### config.mk
export PLATFORM = sky130hd
export DESIGN_NAME = frame_restore_flat
export DESIGN_NICKNAME = d
export VERILOG_FILES = /design/src/rtl/paint_pkg.sv /design/src/rtl/frame_restore_if.sv /design/src/rtl/frame_restore_rise.sv /design/src/rtl/frame_restore.sv /design/src/flat_wrapper.sv
export SDC_FILE = /design/constraint.sdc
export NUM_CORES = 1
export LEC_CHECK = 0
export ABC_AREA = 1
export CORE_MARGIN = 5
export CORE_UTILIZATION = 49
export DETAILED_ROUTE_END_ITERATION = 8
export GPL_TIMING_DRIVEN = 0
export PLACE_DENSITY = 0.77
export SYNTH_ARGS = -nofsm -noshare
export SYNTH_HDL_FRONTEND = slang
export SYNTH_SLANG_ARGS = --single-unit
### constraint.sdc
create_clock -name CLOCK_50 -period 2.7 [get_ports CLOCK_50]
set_input_delay 0.675 -clock CLOCK_50 [delete_from_list [all_inputs] [get_ports CLOCK_50]]
set_output_delay 0.675 -clock CLOCK_50 [all_outputs]
set_load 0.01 [all_outputs]
### src/rtl/paint_pkg.sv
// paint_pkg: shared types and screen constants for the paint pipeline.
package paint_pkg;
  localparam int SCREEN_W = 640;
  localparam int SCREEN_H = 480;
  localparam int ROW_ADDR_W = 9;
  localparam int COORD_W = 11;
  typedef enum logic [2:0] {IDLE, FETCH, WAIT, EMIT, DONE} state_t;
  typedef logic [COORD_W-1:0] coord_t;
  typedef logic [ROW_ADDR_W-1:0] row_addr_t;
  typedef logic [SCREEN_W-1:0] row_t;
endpackage

### src/rtl/frame_restore_if.sv
// frame_restore_if: per-pixel (x, y, colour) stream with valid/ready handshake.
//   master drives pix_x, pix_y, pix_color, pix_valid; slave drives pix_ready.
interface frame_restore_if;
  import paint_pkg::*;
  coord_t pix_x;
  coord_t pix_y;
  logic pix_color;
  logic pix_valid;
  logic pix_ready;
  modport master(output pix_x, pix_y, pix_color, pix_valid, input pix_ready);
  modport slave(input pix_x, pix_y, pix_color, pix_valid, output pix_ready);
endinterface

### src/rtl/frame_restore_rise.sv
// rise_detect: registered rising-edge detector for a level input.
//   CLOCK_50, reset_n (async active-low), d level in, rise one-cycle pulse out.
module rise_detect (
  input  logic CLOCK_50,
  input  logic reset_n,
  input  logic d,
  output logic rise
);
  logic prev;
  logic armed;
  // armed stays low until d has been seen low once, so a level held high
  // through reset release is not mistaken for a fresh edge.
  always_ff @(posedge CLOCK_50 or negedge reset_n) begin
    if (!reset_n) begin
      prev <= 1'b0;
      armed <= 1'b0;
    end else begin
      prev <= d;
      armed <= armed | ~d;
    end
  end
  assign rise = d & ~prev & armed;
endmodule

### src/rtl/frame_restore.sv
// frame_restore: streams the saved-frame row RAM out as per-pixel beats.
//   CLOCK_50/reset_n clock and async active-low reset; load_sw start level;
//   read_addr/read_data row RAM read port; pix pixel stream (master);
//   busy restore in progress; done one-cycle pulse after the last beat.
module frame_restore
  import paint_pkg::*;
#(
  parameter int WIDTH = SCREEN_W,
  parameter int HEIGHT = SCREEN_H,
  parameter int ADDR_W = ROW_ADDR_W,
  parameter int RAM_LAT = 1
) (
  input  logic              CLOCK_50,
  input  logic              reset_n,
  input  logic              load_sw,
  output logic [ADDR_W-1:0] read_addr,
  input  logic [WIDTH-1:0]  read_data,
  frame_restore_if.master   pix,
  output logic              busy,
  output logic              done
);
  localparam int XW = $clog2(WIDTH);
  localparam coord_t X_LAST = coord_t'(WIDTH - 1);
  localparam coord_t Y_LAST = coord_t'(HEIGHT - 1);
  localparam logic [1:0] LAT_LAST = 2'(RAM_LAT - 1);
  state_t state, state_n;
  coord_t x, x_n, row, row_n;
  logic [1:0] cnt, cnt_n;
  logic [WIDTH-1:0] row_q;
  logic [ADDR_W-1:0] addr_q;
  logic start, cap;
  rise_detect u_rise (.CLOCK_50(CLOCK_50), .reset_n(reset_n), .d(load_sw), .rise(start));
  always_ff @(posedge CLOCK_50 or negedge reset_n) begin
    if (!reset_n) begin
      state <= IDLE;
      x <= '0;
      row <= '0;
      cnt <= '0;
      row_q <= '0;
      addr_q <= '0;
    end else begin
      state <= state_n;
      x <= x_n;
      row <= row_n;
      cnt <= cnt_n;
      addr_q <= read_addr;
      if (cap) row_q <= read_data;
    end
  end
  always_comb begin
    state_n = state;
    x_n = x;
    row_n = row;
    cnt_n = '0;
    cap = 1'b0;
    case (state)
      IDLE: if (start) begin
        state_n = FETCH;
        row_n = '0;
      end
      FETCH: state_n = WAIT;
      WAIT: begin
        cnt_n = cnt + 2'd1;
        if (cnt == LAT_LAST) begin
          cap = 1'b1;
          x_n = '0;
          state_n = EMIT;
        end
      end
      EMIT: if (pix.pix_ready) begin
        if (x != X_LAST) x_n = x + coord_t'(1);
        else if (row != Y_LAST) begin
          row_n = row + coord_t'(1);
          state_n = FETCH;
        end else state_n = DONE;
      end
      DONE: state_n = IDLE;
      default: state_n = IDLE;
    endcase
  end
  // The address is presented only in FETCH and otherwise held, so each row is read once.
  assign read_addr = (state == FETCH) ? row[ADDR_W-1:0] : addr_q;
  assign pix.pix_valid = state == EMIT;
  assign pix.pix_x = x;
  assign pix.pix_y = row;
  assign pix.pix_color = row_q[x[XW-1:0]];
  assign busy = state inside {FETCH, WAIT, EMIT};
  assign done = state == DONE;
endmodule
### src/flat_wrapper.sv
// flat-port wrapper written by rule: the top's interface ports become plain ports
module frame_restore_flat import paint_pkg::*;
#(
  parameter int WIDTH = SCREEN_W,
  parameter int HEIGHT = SCREEN_H,
  parameter int ADDR_W = ROW_ADDR_W,
  parameter int RAM_LAT = 1
)
  (CLOCK_50, reset_n, load_sw, read_addr, read_data, busy, done, pix_pix_x, pix_pix_y, pix_pix_color, pix_pix_valid, pix_pix_ready);
  frame_restore_if pix_i ();
  input  logic CLOCK_50;
  input  logic reset_n;
  input  logic load_sw;
  output logic [ADDR_W-1:0] read_addr;
  input  logic [WIDTH-1:0] read_data;
  output logic busy;
  output logic done;
  output wire logic [$bits(pix_i.pix_x)-1:0] pix_pix_x;
  output wire logic [$bits(pix_i.pix_y)-1:0] pix_pix_y;
  output wire logic [$bits(pix_i.pix_color)-1:0] pix_pix_color;
  output wire logic [$bits(pix_i.pix_valid)-1:0] pix_pix_valid;
  input wire logic [$bits(pix_i.pix_ready)-1:0] pix_pix_ready;
  assign pix_pix_x = pix_i.pix_x;
  assign pix_pix_y = pix_i.pix_y;
  assign pix_pix_color = pix_i.pix_color;
  assign pix_pix_valid = pix_i.pix_valid;
  assign pix_i.pix_ready = pix_pix_ready;
  frame_restore #(.WIDTH(WIDTH), .HEIGHT(HEIGHT), .ADDR_W(ADDR_W), .RAM_LAT(RAM_LAT)) u_core (.CLOCK_50(CLOCK_50), .reset_n(reset_n), .load_sw(load_sw), .read_addr(read_addr), .read_data(read_data), .pix(pix_i), .busy(busy), .done(done));
endmodule
---- Yosys cells after proc, flatten, opt, wreduce, memory -nomap -nowiden ----
Cells that the tools add are included.
operators by class
  add/sub/neg operators ................... 3
  $mul .................................... 0
  divide/modulo/power cells ............... 0
  $lt $le $gt $ge ......................... 1
  eq/ne operators ......................... 12
  shift operators ......................... 0
  mux-type cells .......................... 21
  bitwise operators ....................... 5
  reduce and logical (&&, ||, !) cells .... 8
operators by type and width
  kind                                                                             count
  11-bit 2-to-1 mux                                                                7
  11-bit case mux with 2 select lines                                              2
  11-bit by 1-bit adder with 11-bit output (second input constant)                 2
  3-bit 2-to-1 mux                                                                 5
  3-bit case mux with 4 select lines                                               1
  10-bit by 11-bit less-than comparator with 1-bit output (second input constant)  1
  11-bit by 10-bit != test with 1-bit output (second input constant)               1
  11-bit by 9-bit != test with 1-bit output (second input constant)                1
  1-bit binary-select mux with 10-bit select                                       1
  2-bit by 1-bit != test with 1-bit output (second input constant)                 5
  9-bit 2-to-1 mux                                                                 1
  4-bit AND reduction                                                              2
  3-bit by 2-bit equality test with 1-bit output (second input constant)           2
  5-bit AND reduction                                                              1
  2-bit nonzero test                                                               2
  3-bit by 1-bit equality test with 1-bit output (second input constant)           1
  3-bit equality test (second input constant)                                      1
  3-bit zero test                                                                  1
  1-bit 2-to-1 mux                                                                 3
  3-bit nonzero test                                                               1
  2-bit by 1-bit adder with 2-bit output (second input constant)                   1
  1-bit AND                                                                        2
  2-bit zero test                                                                  1
  2-bit 2-to-1 mux                                                                 1
  3 further kinds                                                                  4
storage, ports and cells
  flip-flop bits (word level) ............. 678
  latch bits .............................. 0
  memory bits (writable) .................. 0
  ROM bits ................................ 0
  input bits .............................. 644
  output and inout port bits .............. 35
  word-level logic and storage cells ...... 58
  memories kept ........................... 0

---- Depth between registers and ports, before layout ----
  depth after elaboration ................. 5
  depth in mapped cells ................... 19
  depth with buffers taken out ............ 16

---- Modules after synthesis ----
A second synthesis with hierarchy kept.
second synthesis, totals
  cells, all modules ...................... 4,348
  area total of the unflattened synthesis .. 32,317.2 µm²
modules (own cells, without submodules)
  module         instances  cells each  area an instance (µm²)  sequential area each (µm²)
  frame_restore  1          4,342       32,249.7                16,916.2
  rise_detect    1          6           67.6                    50.0

---- Worst setup path after synthesis ----
Ideal clock, no wire load.
  path type ............................... reg-to-output
  from .................................... register u_core.x[0], in the netlist u_core.pix.pix_x[0]
  to ...................................... output pix_pix_color
  data arrival time ....................... 1.857 ns
  required time ........................... 2.025 ns
  path slack .............................. 0.168 ns
  stages on the path, launching flop included .. 15
  path buffers ............................ 4
  cell sequence ........................... dfrtp_1 buf_4 buf_2 buf_2 buf_2 o211ai_1 nand3_1 nand3_1 nand3_1 nand3_1 nand2_1 a21oi_1 nand2_1 nand3_1 nand2_1
between the ends
  longest elaborated chain between the ends .. 2
ends and longest elaborated chain
  what                                        RTL line             RTL
  start: declaration                          frame_restore.sv:27  coord_t x, x_n, row, row_n;
  start signal: assignment                    frame_restore.sv:43  x <= x_n;
  1-bit binary-select mux with 10-bit select  frame_restore.sv:86  assign pix.pix_color = row_q[x[XW-1:0]];
  1-bit 2-to-1 mux (not written as such)      frame_restore.sv:86
  end: declaration                            flat_wrapper.sv:20   output wire logic [$bits(pix_i.pix_color)-1:0] pix_pix_color;
No other way between the ends. The select of a mux whose other input is x is not followed.

---- Worst setup path in the final report ----
  from .................................... register u_core.x[2], in the netlist u_core.pix.pix_x[2]
  to ...................................... output pix_pix_color
Same word-level chain as after synthesis.

==> metrics.csv <==
metric,value,unit
clk slew on worst S/H paths,0.06,ns
Fill cells,5240,
share of cells above drive strength 1,11.6,%
Final Wtd Congestion,0.960,
# nets final,5131,
CTS tree,done,
sequential share of the synthesized area,52.6,%
syn_nets,4351,
post-synthesis mux area share,7.54,%
Worst Path Arrival,3.03,ns
total CTS buffers,74,
Synth Area in Adders,0.116,%
outcome,finished with violations,
hold buffer count at CTS,0,
Tmin final,3.70,ns
fin crit share,137,%
post-route design area,44600,µm²
CP Launch Type,register,
Die Y,267,µm
Syn Inst Count,3704,
first-pass GRT wire length,205000,µm
Slew HR,45.0,%
Die X,267,µm
Routed WL per cell,26.8,µm
Post-DP Area,40300,µm²
dominant synthesized flop cell,dfrtp_1,
max-slew violations,0,
Final Hold Vio Count,0,
drt first-iter violations,4372,
Hold/Removal Path Class,input port to async pin,
drt total wl,146000,µm
Yosys Warn Count,0,
largest family of logic cells by synthesized area,simple AND/OR/NAND/NOR gates,
DRT antenna net count,0,
Max Freq,0.270,GHz
# rows,94,
CTS H-tree depth,3,
most frequent cell after synthesis,nand2_1,
Die ar.,71100,µm²
DRC viols,0,
"EDFF count, synth",0,
IO Count,679,
DR vias/cell,5.85,
crit-path max cell delay,0.37,ns
number of global-route vias before repair,31600,
#FFs+latches synth,678,
Crit Path Max Fanout,10,
Lkg Pwr,19.9,nW
dpl ws,-2.11,ns
CTS sink cnt,678,
cell taking the most area after synthesis,dfrtp_1,
Final Setup Violations,1,
DP Wirelength,106000,µm
final worst slack,-1.00,ns
fin util,68.1,%
Yosys top cell area share,52.6,%
Slew @ Worst Pin,0.826,ns
Core Box Area,65500,µm²
initial antenna violation count,32,
distinct cell type count after synthesis,37,
Post-synth top cells,"nand2_1 (813), dfrtp_1 (678), inv_1 (465), o21ai_1 (395), nand3_1 (391)",
Port-buffer cells,678,
Avg Synthesized Cell Area,8.71,µm²
synthesis-to-finish area growth,38.2,%
clk_lat worst skew,0.62,ns
compound-cell area share of the yosys netlist,13.4,%
total number of vias,31800,
async set-reset flop share out of synthesis,100,%
buffers plus inverters on the worst setup path,4,
Multi-input gate area,12700,µm²
largest cells by area after synthesis,"dfrtp_1 (53%), nand2_1 (9.5%), mux2_1 (7.2%), o21ai_1 (6.1%), nand3_1 (6.1%)",
Critical Path End Type,primary output,
cell chain of the critical path,"buf_6, buf_4, buf_2, nand3_1, nand3_1, nand3_2, nand3_2, nand2_2, a21oi_1, nand2_1, nand3_2, nand2_4, buf_6",
drt first pass iters,6,
Power Density,1250,nW/µm²
total grt overflow,0,
peak supply drop,0.691,mV
crit path kind,register to primary output,
CTS Root Cell,clkbuf_16,
RSZ-0062 raised after global routing,true,
Simple-Gate Fraction of Synth Area,16.7,%
max cap viols,0,
worst clock skew,0.0200,ns
most frequent CP cell,nand3_2,
failing checks,negative setup slack,
Worst Path Required,2.03,ns
CP top delay family,buffers and inverters,
Register Area,17000,µm²
CP max-delay cell,buf_2,
largest net degree at the start of global routing,118,
CTS max path bufs,3,
GRT Total Usage,39.2,%
xor/xnor share of the synthesized area,0.0814,%
Initial Util,49.3,%
Mapped Area,32300,µm²
flip-flops by register name, summed over array words and instances, names as in the netlist:
name,count
u_core.state,3
u_core.u_rise.prev,1
u_core.pix.pix_x,11
u_core.u_rise.armed,1
u_core.addr_q,9
u_core.row_q,640
u_core.pix.pix_y,11
u_core.cnt,2
power breakdown:
group          switching, mW  total, mW  internal (mW)
Sequential              1.87       17.1           15.2
Combinational           17.7       28.2           10.5
Clock                   4.35       10.3           5.94
Total                   23.9       55.6           31.7
through the flow:
| stage | total power [mW] | instances | setup TNS [ns] | hold slack (ns) |
|---|---|---|---|---|
| 2_1_floorplan | 32.5 | 3704 | 0 | 0.379 |
| 3_3_place_gp | 41.5 | 5246 | - | 0.413 |
| 3_5_place_dp | 42.1 | 5252 | -156.17 | 0.420 |
| 4_1_cts | 54.0 | 5398 | -0.943 | 0.117 |
| 5_1_grt | 58.4 | 5424 | -1.76 | 0.160 |
| 6_report | 55.6 | 5431 | -1.00 | 0.0881 |
worst reg2reg max path, cell delays in order (launching register included):
cell      delay (ns)
dfrtp_1         0.43
buf_4           0.16
ha_1            0.22
nand3_1         0.08
nor2_1          0.07
a31oi_4         0.23
o21ai_4         0.14
nor2_8          0.23
buf_2           0.42
clkbuf_1        0.46
o21ai_1         0.12
layout make-up:
cell class | count | share of cell area [%]
repair buffers | 705 | 16.2
inverters | 473 | 4.04
plain buffers | 255 | 5.26
multi-input cells | 2297 | 28.5
diodes | 25 | 0.140
clock buffers | 115 | 4.95
well taps | 864 | 2.42
clock inverters | 19 | 0.499
flip-flops and latches | 678 | 38.0
routing by layer:
metal | track usage, % | share of wire (%)
met1 | 50.7 | 37
met2 | 61.1 | 45
met3 | 9.02 | 11
met4 | 22.3 | 6.7
met5 | 0 | 0.075
cell usage in the layout, fill, tap and decap left out, types with 34 or more instances in the layout:
| master | count |
|---|---|
| nand2_1 | 795 |
| o21ai_1 | 417 |
| clkbuf_1 | 34 |
| o21ai_0 | 136 |
| buf_2 | 42 |
| mux2_1 | 206 |
| o211ai_1 | 98 |
| nand3_2 | 46 |
| nand3_1 | 338 |
| clkdlybuf4s50_1 | 667 |
| dfrtp_1 | 675 |
| clkbuf_2 | 42 |
| buf_6 | 49 |
| inv_1 | 461 |
| clkbuf_16 | 81 |
| a21oi_1 | 121 |
| buf_4 | 53 |
path summary, 6_finish.rpt:
check	from	slack, ns	endpoint	cells past startpoint
hold reg to reg	u_core.cnt[0]$_DFF_PN0_	0.43	u_core.cnt[0]$_DFF_PN0_	1
setup reg to reg	u_core.pix.pix_x[0]$_DFFE_PN0P_	0.02	u_core.row_q[217]$_DFFE_PN0P_	10
hold / removal	reset_n	0.09	u_core.row_q[143]$_DFFE_PN0P_	1
setup / recovery	u_core.pix.pix_x[2]$_DFFE_PN0P_	-1.00	pix_pix_color	13
max in group asynchronous	reset_n	0.63	u_core.addr_q[0]$_DFF_PN0_	4
min in group CLOCK_50	u_core.cnt[0]$_DFF_PN0_	0.43	u_core.cnt[0]$_DFF_PN0_	1
logic make-up (layout without fill, tap and decap cells):
group                    count (synthesis)  after routing
AO/OA/AOI/OAI                          806            806
XOR/XNOR                                 3              3
adder cells (fa/ha/maj)                  3              3
buffers and inverters                  729           1567
flip-flops                             678            678
multiplexers                           216            216
other                                    0             25
AND/OR/NAND/NOR                       1269           1269
timing repair:
item / CTS / global route
gates resized for setup: 397 / 189
endpoints found under the hold margin: 0 / 0
endpoints found under the setup margin: 200 / 199
pin swaps: 29 / 41
setup buffers: 7 / 8
cloned: 5 / 2
Note: power is estimated with default switching activity, not from simulation.
